## config.mk

```make
export PLATFORM = sky130hd
export DESIGN_NAME = ks10_bus_arbiter
export DESIGN_NICKNAME = d
export VERILOG_FILES = /design/src/rtl/ks10_bus_pkg.sv /design/src/rtl/ks10_nxm_timer.sv /design/src/rtl/ks10_bus_arbiter.sv
export SDC_FILE = /design/constraint.sdc
export NUM_CORES = 1
export LEC_CHECK = 0
export ABC_AREA = 1
export CORE_AREA = 2 2 176 178
export DETAILED_ROUTE_END_ITERATION = 6
export DIE_AREA = 0 0 178 180
export GPL_ROUTABILITY_DRIVEN = 0
export PLACE_DENSITY = 0.6
export SYNTH_ARGS = -nofsm -noshare
export SYNTH_HDL_FRONTEND = slang
export SYNTH_HIERARCHICAL = 1
export SYNTH_SLANG_ARGS = --single-unit
```

## constraint.sdc

```tcl
create_clock -name clk -period 3.4 [get_ports clk]
set_clock_uncertainty 0.05 [all_clocks]
set_input_delay 0.68 -clock clk [delete_from_list [all_inputs] [get_ports clk]]
set_output_delay 0.68 -clock clk [all_outputs]
set_load 0.05 [all_outputs]
```

## src/rtl/ks10_bus_pkg.sv

```systemverilog
// Shared types and constants for the KS10 bus arbiter: word width, arbiter
// state encoding, grant bit positions and the fixed-priority winner picker.
package ks10_bus_pkg;

    localparam int WORD_W = 36;

    typedef logic [0:WORD_W-1] word_t;

    typedef enum logic [1:0] {
        IDLE    = 2'd0,
        BUSY    = 2'd1,
        ACK     = 2'd2,
        RELEASE = 2'd3
    } arbStateT;

    localparam int GNT_CSL = 0;
    localparam int GNT_UBA = 1;
    localparam int GNT_CPU = 2;

    typedef logic [0:2] gntT;

    // Fixed priority: console over Unibus over CPU.
    function automatic gntT pickWinner(input logic cslReq, input logic ubaReq,
                                       input logic cpuReq);
        gntT g;
        g = '0;
        if (cslReq)
            g[GNT_CSL] = 1'b1;
        else if (ubaReq)
            g[GNT_UBA] = 1'b1;
        else if (cpuReq)
            g[GNT_CPU] = 1'b1;
        return g;
    endfunction

endpackage

```

## src/rtl/ks10_nxm_timer.sv

```systemverilog
// Saturating 16-bit bus-cycle counter used to detect nonexistent memory.
// tc is raised while enabled and the count equals TERMINAL.
module ks10_nxm_timer #(
    parameter logic [15:0] TERMINAL = 16'd255
) (
    input  logic clk,
    input  logic rst_n,
    input  logic clear,
    input  logic enable,
    output logic tc
);

    logic [15:0] count;

    always_ff @(posedge clk or negedge rst_n) begin
        if (!rst_n)
            count <= '0;
        else if (clear)
            count <= '0;
        else if (enable && count != 16'hFFFF)
            count <= count + 16'd1;
    end

    assign tc = enable && (count == TERMINAL);

endmodule

```

## src/rtl/ks10_bus_arbiter.sv

```systemverilog
// KS10 bus arbiter: grants CPU, console or Unibus adapter to memory one at a
// time. Define KS10_ARB_NXM_TIMEOUT_EN to build the nonexistent-memory timeout.
import ks10_bus_pkg::*;

module ks10_bus_arbiter #(
    parameter int NXM_CYCLES = 256
) (
    input  logic     clk,
    input  logic     rst_n,
    input  logic     cpuREQI,
    input  logic     cslREQI,
    input  logic     ubaREQI,
    output logic     cpuACKO,
    output logic     cslACKO,
    output logic     ubaACKO,
    input  word_t    cpuADDRI,
    input  word_t    cslADDRI,
    input  word_t    ubaADDRI,
    input  word_t    cpuDATAI,
    input  word_t    cslDATAI,
    input  word_t    ubaDATAI,
    output word_t    cpuDATAO,
    output word_t    cslDATAO,
    output word_t    ubaDATAO,
    output logic     memREQO,
    input  logic     memACKI,
    input  word_t    memDATAI,
    output word_t    memDATAO,
    output word_t    arbADDRO,
    output gntT      arbGNT,
    output logic     arbNXM,
    output arbStateT arbState
);

    // Handshake: a master holds REQ until it sees its one-cycle ACK, and the
    // grant is only released once that master has dropped REQ again.

    arbStateT state, nextState;
    gntT      gnt, reqVec, ackVec;
    logic     grantedReq, timeout;
    word_t    cpuData, cslData, ubaData, captureWord;

    if (NXM_CYCLES < 4 || NXM_CYCLES > 65535) begin : gBadNxmCycles
        $error("NXM_CYCLES must be in 4..65535");
    end

    assign reqVec     = {cslREQI, ubaREQI, cpuREQI};
    assign grantedReq = |(gnt & reqVec);

`ifdef KS10_ARB_NXM_TIMEOUT_EN
    logic nxmPulse;

    ks10_nxm_timer #(
        .TERMINAL(16'(NXM_CYCLES - 1))
    ) uNxmTimer (
        .clk   (clk),
        .rst_n (rst_n),
        .clear (state != BUSY),
        .enable(state == BUSY),
        .tc    (timeout)
    );

    // A memory acknowledge on the terminal cycle beats the timeout.
    always_ff @(posedge clk or negedge rst_n) begin
        if (!rst_n)
            nxmPulse <= 1'b0;
        else
            nxmPulse <= (state == BUSY) && timeout && !memACKI;
    end

    assign arbNXM = nxmPulse;
`else
    assign timeout = 1'b0;
    assign arbNXM  = 1'b0;
`endif

    always_ff @(posedge clk or negedge rst_n) begin
        if (!rst_n)
            state <= IDLE;
        else
            state <= nextState;
    end

    always_comb begin
        nextState = state;
        unique case (state)
            IDLE:    if (|reqVec) nextState = BUSY;
            BUSY:    if (memACKI || timeout) nextState = ACK;
            ACK:     nextState = RELEASE;
            RELEASE: if (!grantedReq) nextState = IDLE;
            default: nextState = IDLE;
        endcase
    end

    always_comb begin
        memREQO  = (state == BUSY);
        ackVec   = (state == ACK) ? gnt : '0;
        arbADDRO = '0;
        memDATAO = '0;
        if (gnt[GNT_CSL]) begin
            arbADDRO = cslADDRI;
            memDATAO = cslDATAI;
        end else if (gnt[GNT_UBA]) begin
            arbADDRO = ubaADDRI;
            memDATAO = ubaDATAI;
        end else if (gnt[GNT_CPU]) begin
            arbADDRO = cpuADDRI;
            memDATAO = cpuDATAI;
        end
    end

    assign {cslACKO, ubaACKO, cpuACKO} = ackVec;
    assign arbState = state;

    // A timed-out cycle returns zero to the master.
    assign captureWord = memACKI ? memDATAI : '0;

    always_ff @(posedge clk or negedge rst_n) begin
        if (!rst_n) begin
            gnt     <= '0;
            cslData <= '0;
            ubaData <= '0;
            cpuData <= '0;
        end else begin
            unique case (state)
                IDLE: gnt <= pickWinner(cslREQI, ubaREQI, cpuREQI);
                BUSY: begin
                    if (memACKI || timeout) begin
                        if (gnt[GNT_CSL]) cslData <= captureWord;
                        if (gnt[GNT_UBA]) ubaData <= captureWord;
                        if (gnt[GNT_CPU]) cpuData <= captureWord;
                    end
                end
                RELEASE: if (!grantedReq) gnt <= '0;
                default: ;
            endcase
        end
    end

    assign arbGNT   = gnt;
    assign cslDATAO = cslData;
    assign ubaDATAO = ubaData;
    assign cpuDATAO = cpuData;

endmodule

```

==> results of run 1 <==
## Yosys cell counts
cell type | count | area share [%]
nor3b_1 | 1 | 0.13
o21ai_0 | 108 | 9.4
inv_1 | 46 | 3.0
conb_1 | 1 | 0.065
nand3_1 | 7 | 0.61
nand3_2 | 3 | 0.52
nor2_8 | 1 | 0.35
buf_2 | 14 | 1.2
dfrtp_1 | 113 | 49
or2_2 | 1 | 0.11
nor2_1 | 75 | 4.9
clkbuf_1 | 30 | 2.0
buf_4 | 3 | 0.39
a21oi_1 | 145 | 13
nand4_1 | 2 | 0.22
nand2_1 | 199 | 13
inv_2 | 1 | 0.065
ha_1 | 5 | 1.1
buf_6 | 7 | 1.4
## routing by layer
layer | GRT usage (%) | share of wire [%] | wire length (um) | up-vias
li1 | - | - | - | 3327
met1 | 20.3 | 40 | 11400 | 3158
met2 | 29.8 | 49 | 14000 | 300
met3 | 6.15 | 9.3 | 2660 | 32
met4 | 4.49 | 1.8 | 526 | 6
met5 | 0 | 0.14 | 41 | -
## report_power, final
part / switching [W] / leakage (nW) / internal [W] / total (W)
logic: 0.00638 / 3.35 / 0.00391 / 0.0103
registers: 0.000404 / 1.45 / 0.00195 / 0.00236
clock network: 0.000714 / 0.278 / 0.00103 / 0.00174
total: 0.00749 / 5.07 / 0.00689 / 0.0144
## cells by family after synthesis
group / share of synthesized area, %
AOI/OAI and AO/OA: 22.0
adders and majority gates: 1.09
buffers and inverters: 7.99
DFF: 49.1
other: 0.0651
and+or+nand+nor: 19.8
## through the flow
step,cell area (um2),total power [W],hold slack (ns),instances,worst slack [ns]
floorplan,5760,0.00805,0.334,762,0.615
global placement,11300,0.0126,0.415,1563,0.645
detailed placement,11300,0.0127,0.422,1563,0.662
CTS,11900,0.0145,0.281,1595,0.188
global route,11900,0.0150,0.320,1596,0.0510
finish,11900,0.0144,0.271,1597,0.166
## worst reg2reg max path, stage by stage (launching register included)
cell and delay (ns):
dfrtp_1 0.43, inv_1 0.10, ha_1 0.27, nand3_2 0.10, buf_4 0.53, o21ai_0 0.27
## sequential cells by signal, summed over array words and instances (netlist names)
register / flops
ubaDATAO: 36
cslDATAO: 36
arbGNT: 3
cpuDATAO: 36
arbState: 2
## final cells by class
cell class / count / area, um2 / area share (%)
diodes: 2 / 5.00 / 0.0422
clock buffers: 17 / 425 / 3.58
clock inverters: 15 / 145 / 1.22
inverters: 47 / 176 / 1.49
multi-input cells: 548 / 2470 / 20.8
flip-flops and latches: 113 / 2830 / 23.8
well taps: 396 / 495 / 4.18
repair buffers: 459 / 5320 / 44.8
## how the worst min path moves through the flow
stage | start | to | slack, ns
after floorplan | rst_n | arbGNT[0]$_DFFE_PN0P_ | 0.33
after global placement | cslDATAO[23]$_DFFE_PN0P_ | cslDATAO[23]$_DFFE_PN0P_ | 0.41
after detailed placement | cslDATAO[25]$_DFFE_PN0P_ | cslDATAO[25]$_DFFE_PN0P_ | 0.42
after CTS | rst_n | cslDATAO[0]$_DFFE_PN0P_ | 0.28
after global routing | rst_n | cslDATAO[0]$_DFFE_PN0P_ | 0.32
final | rst_n | cslDATAO[0]$_DFFE_PN0P_ | 0.27
## placed cells by master, fill, tap and decap left out
cell type,n
clkdlybuf4s50_1,373
nand2_1,199
a21oi_1,145
dfrtp_1,111
o21ai_0,108
nor2_1,75
buf_12,75
inv_1,46
clkbuf_16,17
buf_4,11
nand3_1,7
inv_6,7
ha_1,5
nand3_2,3
diode_2,2
nand4_1,2
dfrtp_2,2
clkinvlp_4,2
clkinv_2,2
clkinv_4,2
nor2_8,1
inv_2,1
or2_2,1
nor3b_1,1
conb_1,1
bufinv_16,1
inv_8,1
==> flow_summary.yaml, run 1 <==
worst_setup_path:
  r2r_start: "arbState[1]$_DFFE_PN0P_"
  crit_family: "buffers and inverters"
  worst_setup_path_start_kind: "flip-flop"
  cp_common_cell: "a21oi_1"
  worst-path-buf-inv: 2
  rr_worst_depth: 5
  arrival_ns: 2.50
  cpMaxStageDelayCell: "dfrtp_2"
  timing.rr.end: "cpuDATAO[28]$_DFFE_PN0P_"
  crit_required_ns: 2.67
  cp_slowest_stage_delay_ns: 0.61
  cp_max_fo: 62
  cp-startpoint: "arbGNT[1]$_DFFE_PN0P_"
  r2r_slack_ns: 1.50
  path_cells: "buf_4 -> a21oi_1 -> a21oi_1 -> buf_12"
  worst-path-stages: 4
  end_kind: "output pin"
  path_class: "flip-flop to output pin"
  endpoint: "memDATAO[22]"
die:
  die_area_um2: 32000
  coreArea_um2: 30200
  pin_count: 448
  core.rowCount: 64
  start_util_pct: 19.1
  die-width_um: 178
  die_h_um: 180
layout:
  drive_gt1_share_pct: 10.5
  area_delta_synth_final_pct: 106
  nets: 1449
  final_core_util_pct: 39.3
  n_fill_cell: 3039
sta:
  fin_crit_sh_pct: 95.1
  setup_viol: 0
  setup_tns_ns: 0
  rsz0062_at_grt: "no"
  finalCriticalPeriod_ns: 3.23
  worst_pin_slew_ns: 0.708
  slew_headroom_pct: 52.8
  slew_viol_final: 0
  hold_viol: 0
  fmax_mhz: 309
pwr:
  ir_worst_vdd_uv: 635
  p_leak_nw: 5.07
  power_density_nw_per_um2: 1210
cts:
  cts-root-buf: "clkbuf_16"
  htreeDepth: 4
  cts_setup_buffers: 0
  cts_buffers: 17
  cts_tree: "yes"
  cts_hold_buf: 0
  cts_resized: 0
  clk_latency_ns: 0.41
  cts_buffer_depth: 2
  cts.sink_count: 113
  clk_pin_slew_ns: 0.06
route:
  first_pass_iters: 5
  drcViolationCount: 0
  vias: 6823
  via_per_inst: 4.27
  drt.antenna.violating_nets: 0
  totalWireLength_mm: 28.7
  drtIter0Drc: 342
  wl_per_cell_um: 17.9
place:
  io_buffers: 446
  hpwl_mm: 22.3
global_routing:
  overflow: 0
  grt_usage_pct: 17.3
  grt_pass1_wl_mm: 42.4
  grt_pass1_vias: 6909
  grt_start_max_net_pins: 73
  grt_antenna_before_repair: 5
run:
  maxCapViolations: 0
logic_synthesis:
  yosysWarnings: 6
  synth-seq-cells: 113
  synth-seq-area-share_pct: 49.1
  synth_nets: 1025
  syn_area_um2: 5760
  synth.avg_cell_area_um2: 7.56
  syn_inst: 762
  synth.distinct_cells: 19
worst_hold_path:
  hp-class: "input port to asynchronous set/reset pin"
outcome:
  status: "finished clean"
No activity file was read; power rests on OpenSTA's default activity.
==> run 2: changes to the inputs <==
CORE_AREA = 2 2 173 175   (was 2 2 176 178)
DIE_AREA = 0 0 175 177   (was 0 0 178 180)
PLACE_DENSITY = 0.61   (was 0.6)
clock period = 3.1 ns   (was 3.4 ns; I/O delays follow)
==> flow_summary.yaml, run 2 (same netlist as run 1, synthesis figures left out) <==
sta:
  setup_viol: 0
  slew_headroom_pct: 60.1
  worst_slack_ns: 0.145
  fin_crit_sh_pct: 95.3
  slew_viol_final: 0
  fmax_mhz: 338
  hold_viol: 0
  rsz0062_at_grt: "no"
  worst_pin_slew_ns: 0.597
  finalCriticalPeriod_ns: 2.95
  setup_tns_ns: 0
route:
  wl_per_cell_um: 18.0
  route.met2.wl_mm: 14.1
  first_pass_iters: 5
  vias: 6918
  drt.antenna.violating_nets: 0
  dr_wl_met3_mm: 2.47
  drcViolationCount: 0
  wirelength_met1_mm: 11.6
  drtIter0Drc: 302
  totalWireLength_mm: 28.7
  highest_layer: "met5"
  via_per_inst: 4.34
pwr:
  ir_worst_vdd_uv: 735
  p_leak_nw: 5.12
  power_density_nw_per_um2: 1340
cts:
  cts_hold_buf: 0
  cts_buffer_depth: 2
  cts-root-buf: "clkbuf_16"
  cts_setup_buffers: 0
  clk_pin_slew_ns: 0.06
  cts_tree: "yes"
  clk_latency_ns: 0.41
  htreeDepth: 4
  cts_buffers: 17
  cts.sink_count: 113
die:
  die-width_um: 175
  die_h_um: 177
  pin_count: 448
  start_util_pct: 19.7
  die_area_um2: 31000
  core.rowCount: 63
  coreArea_um2: 29200
place:
  io_buffers: 446
  hpwl_mm: 22.1
  pre_cts_slack_ns: 0.426
  dp.cells: 1556
worst_setup_path:
  worst_setup_path_start_kind: "flip-flop"
  arrival_ns: 2.28
  path_class: "flip-flop to output pin"
  cp_max_fo: 5
  crit_required_ns: 2.43
  end_kind: "output pin"
layout:
  drive_gt1_share_pct: 10.7
  final_common_cell: "clkdlybuf4s50_1"
  fin_cells: 1593
  nets: 1449
  area_delta_synth_final_pct: 108
  final_core_util_pct: 41.0
  final_cell_mix: "clkdlybuf4s50_1, nand2_1, a21oi_1"
outcome:
  status: "finished clean"
run:
  maxCapViolations: 0
worst_hold_path:
  hp-class: "input port to asynchronous set/reset pin"
global_routing:
  grt_antenna_before_repair: 8
  grt_pass1_vias: 6835
  grt_start_max_net_pins: 73
  grt_pass1_wl_mm: 42.3
  grt_usage_pct: 18.0
  overflow: 0
-- run 2: changes by cell type in the layout (fill, tap and decap cells not counted), sizes merged --
cell      change
buf           -1
clkinvlp      -1
inv           -5
diode         +2
bufinv        +3
clkinv        +2
nor2          +1
clkbuf        +1
-- run 2: final timing paths --
kind	from	end	slack, ns	cells after the start
hold reg to reg	cslDATAO[7]$_DFFE_PN0P_	cslDATAO[7]$_DFFE_PN0P_	0.43	2
hold / removal	rst_n	cpuDATAO[1]$_DFFE_PN0P_	0.16	1
min in group clk	cslDATAO[7]$_DFFE_PN0P_	cslDATAO[7]$_DFFE_PN0P_	0.43	2
max in group asynchronous	rst_n	arbGNT[0]$_DFFE_PN0P_	2.13	2
setup reg to reg	arbState[1]$_DFFE_PN0P_	ubaDATAO[34]$_DFFE_PN0P_	1.50	6
setup / recovery	arbState[0]$_DFFE_PN0P_	ubaACKO	0.15	5
-- run 2: layer usage --
metal / vias up / GRT usage, %
li1: 3337 / -
met1: 3229 / 21.9
met2: 310 / 29.8
met3: 34 / 5.93
met4: 8 / 6.15
met5: - / 0
-- run 2: timing repair --
action                                 4_1_cts  5_1_grt
pin swaps                                    1        0
setup endpoints to repair                    1       10
resized for setup                            1        1
endpoints found under the hold margin        0        0
gates cloned                                 1        0
-- run 2: metrics by stage --
step	instance area (um2)	hold WS (ns)	total power (W)
6_report	12000	0.160	0.0161
5_1_grt	12000	0.182	0.0168
4_1_cts	12000	0.166	0.0162
3_5_place_dp	11300	0.422	0.0140
3_3_place_gp	11300	0.415	0.0139
2_1_floorplan	5760	0.274	0.00883
-- run 2: where the power goes --
group          switching (W)  total, W  internal, W
sequential          0.000471   0.00261      0.00214
combinational        0.00703    0.0113      0.00432
clock               0.000735   0.00211      0.00138
total                0.00823    0.0161      0.00784
-- run 2: final cells by class --
class,count,area (um2)
Tap cell,390,488
Sequential cell,113,2830
Multi-Input combinational cell,549,2490
Timing Repair Buffer,458,5360
Antenna cell,4,10.0
Fill cell,2880,17200
Inverter,47,176
Clock inverter,14,203
Clock buffer,18,439
-- run 2: critical path: stages (launching register included) --
cell	delay, ns
dfrtp_1	0.43
inv_1	0.13
ha_1	0.34
nand2_1	0.10
inv_1	0.08
clkdlybuf4s50_1	0.80
==> run 3: changes to the inputs <==
CORE_AREA = 2 2 174 176   (was 2 2 173 175)
DIE_AREA = 0 0 176 178   (was 0 0 175 177)
TNS_END_PERCENT = 100   (was default)
==> flow_summary.yaml, run 3 (same netlist as run 1, synthesis figures left out) <==
outcome:
  status: "finished clean"
layout:
  final_cell_mix: "clkdlybuf4s50_1, nand2_1, a21oi_1"
  area_delta_synth_final_pct: 109
  n_fill_cell: 2948
  final_common_cell: "clkdlybuf4s50_1"
  nets: 1457
  fin_cells: 1609
  drive_gt1_share_pct: 11.1
sta:
  setup_tns_ns: 0
  slew_headroom_pct: 52.2
  worst_pin_slew_ns: 0.716
  setup_viol: 0
  rsz0062_at_grt: "no"
  hold_viol: 0
  slew_viol_final: 0
  fin_crit_sh_pct: 94.8
  fmax_mhz: 340
  finalCriticalPeriod_ns: 2.94
die:
  start_util_pct: 19.6
  core.rowCount: 63
  die_h_um: 178
  coreArea_um2: 29400
  die_area_um2: 31300
  die-width_um: 176
  pin_count: 448
route:
  drtIter0Drc: 385
  totalWireLength_mm: 29.8
  drcViolationCount: 0
  drt.antenna.violating_nets: 0
  first_pass_iters: 4
  via_per_inst: 4.33
  vias: 6963
  wl_per_cell_um: 18.5
cts:
  cts_setup_buffers: 0
  clk_latency_ns: 0.41
  cts_resized: 0
  cts_buffer_depth: 2
  cts_hold_buf: 0
  cts_tree: "yes"
  htreeDepth: 4
  cts_buffers: 17
  clk_pin_slew_ns: 0.06
  cts-root-buf: "clkbuf_16"
  cts.sink_count: 113
global_routing:
  overflow: 0
  grt_pass1_vias: 7065
  grt_antenna_before_repair: 20
  grt_start_max_net_pins: 73
  grt_pass1_wl_mm: 43.5
  grt_usage_pct: 18.5
place:
  hpwl_mm: 23.6
  io_buffers: 446
  dp.cells: 1565
worst_setup_path:
  arrival_ns: 2.27
  cp_max_fo: 5
  worst_setup_path_start_kind: "flip-flop"
  crit_required_ns: 2.43
  path_class: "flip-flop to output pin"
  end_kind: "output pin"
run:
  maxCapViolations: 0
pwr:
  ir_worst_vdd_uv: 666
  p_leak_nw: 5.15
  power_density_nw_per_um2: 1330
worst_hold_path:
  hp-class: "input port to asynchronous set/reset pin"
-- run 3: metal layers --
| layer | wire length (um) | GRT usage (%) | share of wire, % | vias up |
|---|---|---|---|---|
| met5 | 69 | 0 | 0.23 | - |
| met4 | 898 | 9.33 | 3.0 | 10 |
| met3 | 2870 | 7.37 | 9.6 | 48 |
| met2 | 14000 | 29.2 | 47 | 325 |
| met1 | 11900 | 21.7 | 40 | 3221 |
| li1 | - | - | - | 3359 |
-- run 3: area by class of cell --
class | count | area, um2 | share of cell area (%)
antenna | 13 | 32.5 | 0.270
clock buffer | 18 | 439 | 3.65
clock inverter | 13 | 176 | 1.47
inverter | 47 | 176 | 1.47
multi-input combinational | 548 | 2470 | 20.6
sequential | 113 | 2830 | 23.5
tap | 390 | 488 | 4.06
timing repair buffer | 467 | 5410 | 45.0
-- run 3: per-stage QoR --
step | util [%] | worst slack, ns | instance area (um2) | hold WS [ns] | total power [W]
after global routing | 40.9 | 0.0523 | 12000 | 0.243 | 0.0168
after floorplan | - | 0.375 | 5760 | 0.274 | 0.00883
after global placement | 38.7 | 0.631 | 11400 | 0.415 | 0.0140
after detailed placement | 38.7 | 0.596 | 11400 | 0.422 | 0.0140
final | 40.9 | 0.162 | 12000 | 0.190 | 0.0160
after CTS | 40.8 | 0.130 | 12000 | 0.208 | 0.0162
-- run 3: critical path, cell delays in order, from the launching register on --
cell	delay, ns
dfrtp_1	0.43
inv_1	0.13
ha_1	0.27
nand2_1	0.15
inv_1	0.08
clkdlybuf4s50_1	0.80
-- run 3: path summary, 6_finish.rpt --
kind | startpoint | to | slack [ns] | depth (start not counted)
max reg2reg | arbGNT[2]$_DFFE_PN0P_ | cslDATAO[14]$_DFFE_PN0P_ | 1.05 | 5
min in group clk | cslDATAO[12]$_DFFE_PN0P_ | cslDATAO[12]$_DFFE_PN0P_ | 0.43 | 2
min reg2reg | cslDATAO[12]$_DFFE_PN0P_ | cslDATAO[12]$_DFFE_PN0P_ | 0.43 | 2
max in group asynchronous | rst_n | arbGNT[2]$_DFFE_PN0P_ | 2.07 | 2
min | rst_n | cslDATAO[34]$_DFFE_PN0P_ | 0.19 | 1
max | arbState[0]$_DFFE_PN0P_ | ubaACKO | 0.16 | 5
-- run 3: power breakdown --
part	internal, W	total (W)	leakage [nW]	switching, W
Combinational	0.00435	0.0114	3.41	0.00706
Sequential	0.00214	0.00256	1.45	0.000419
Clock	0.00130	0.00204	0.298	0.000741
Total	0.00779	0.0160	5.15	0.00823
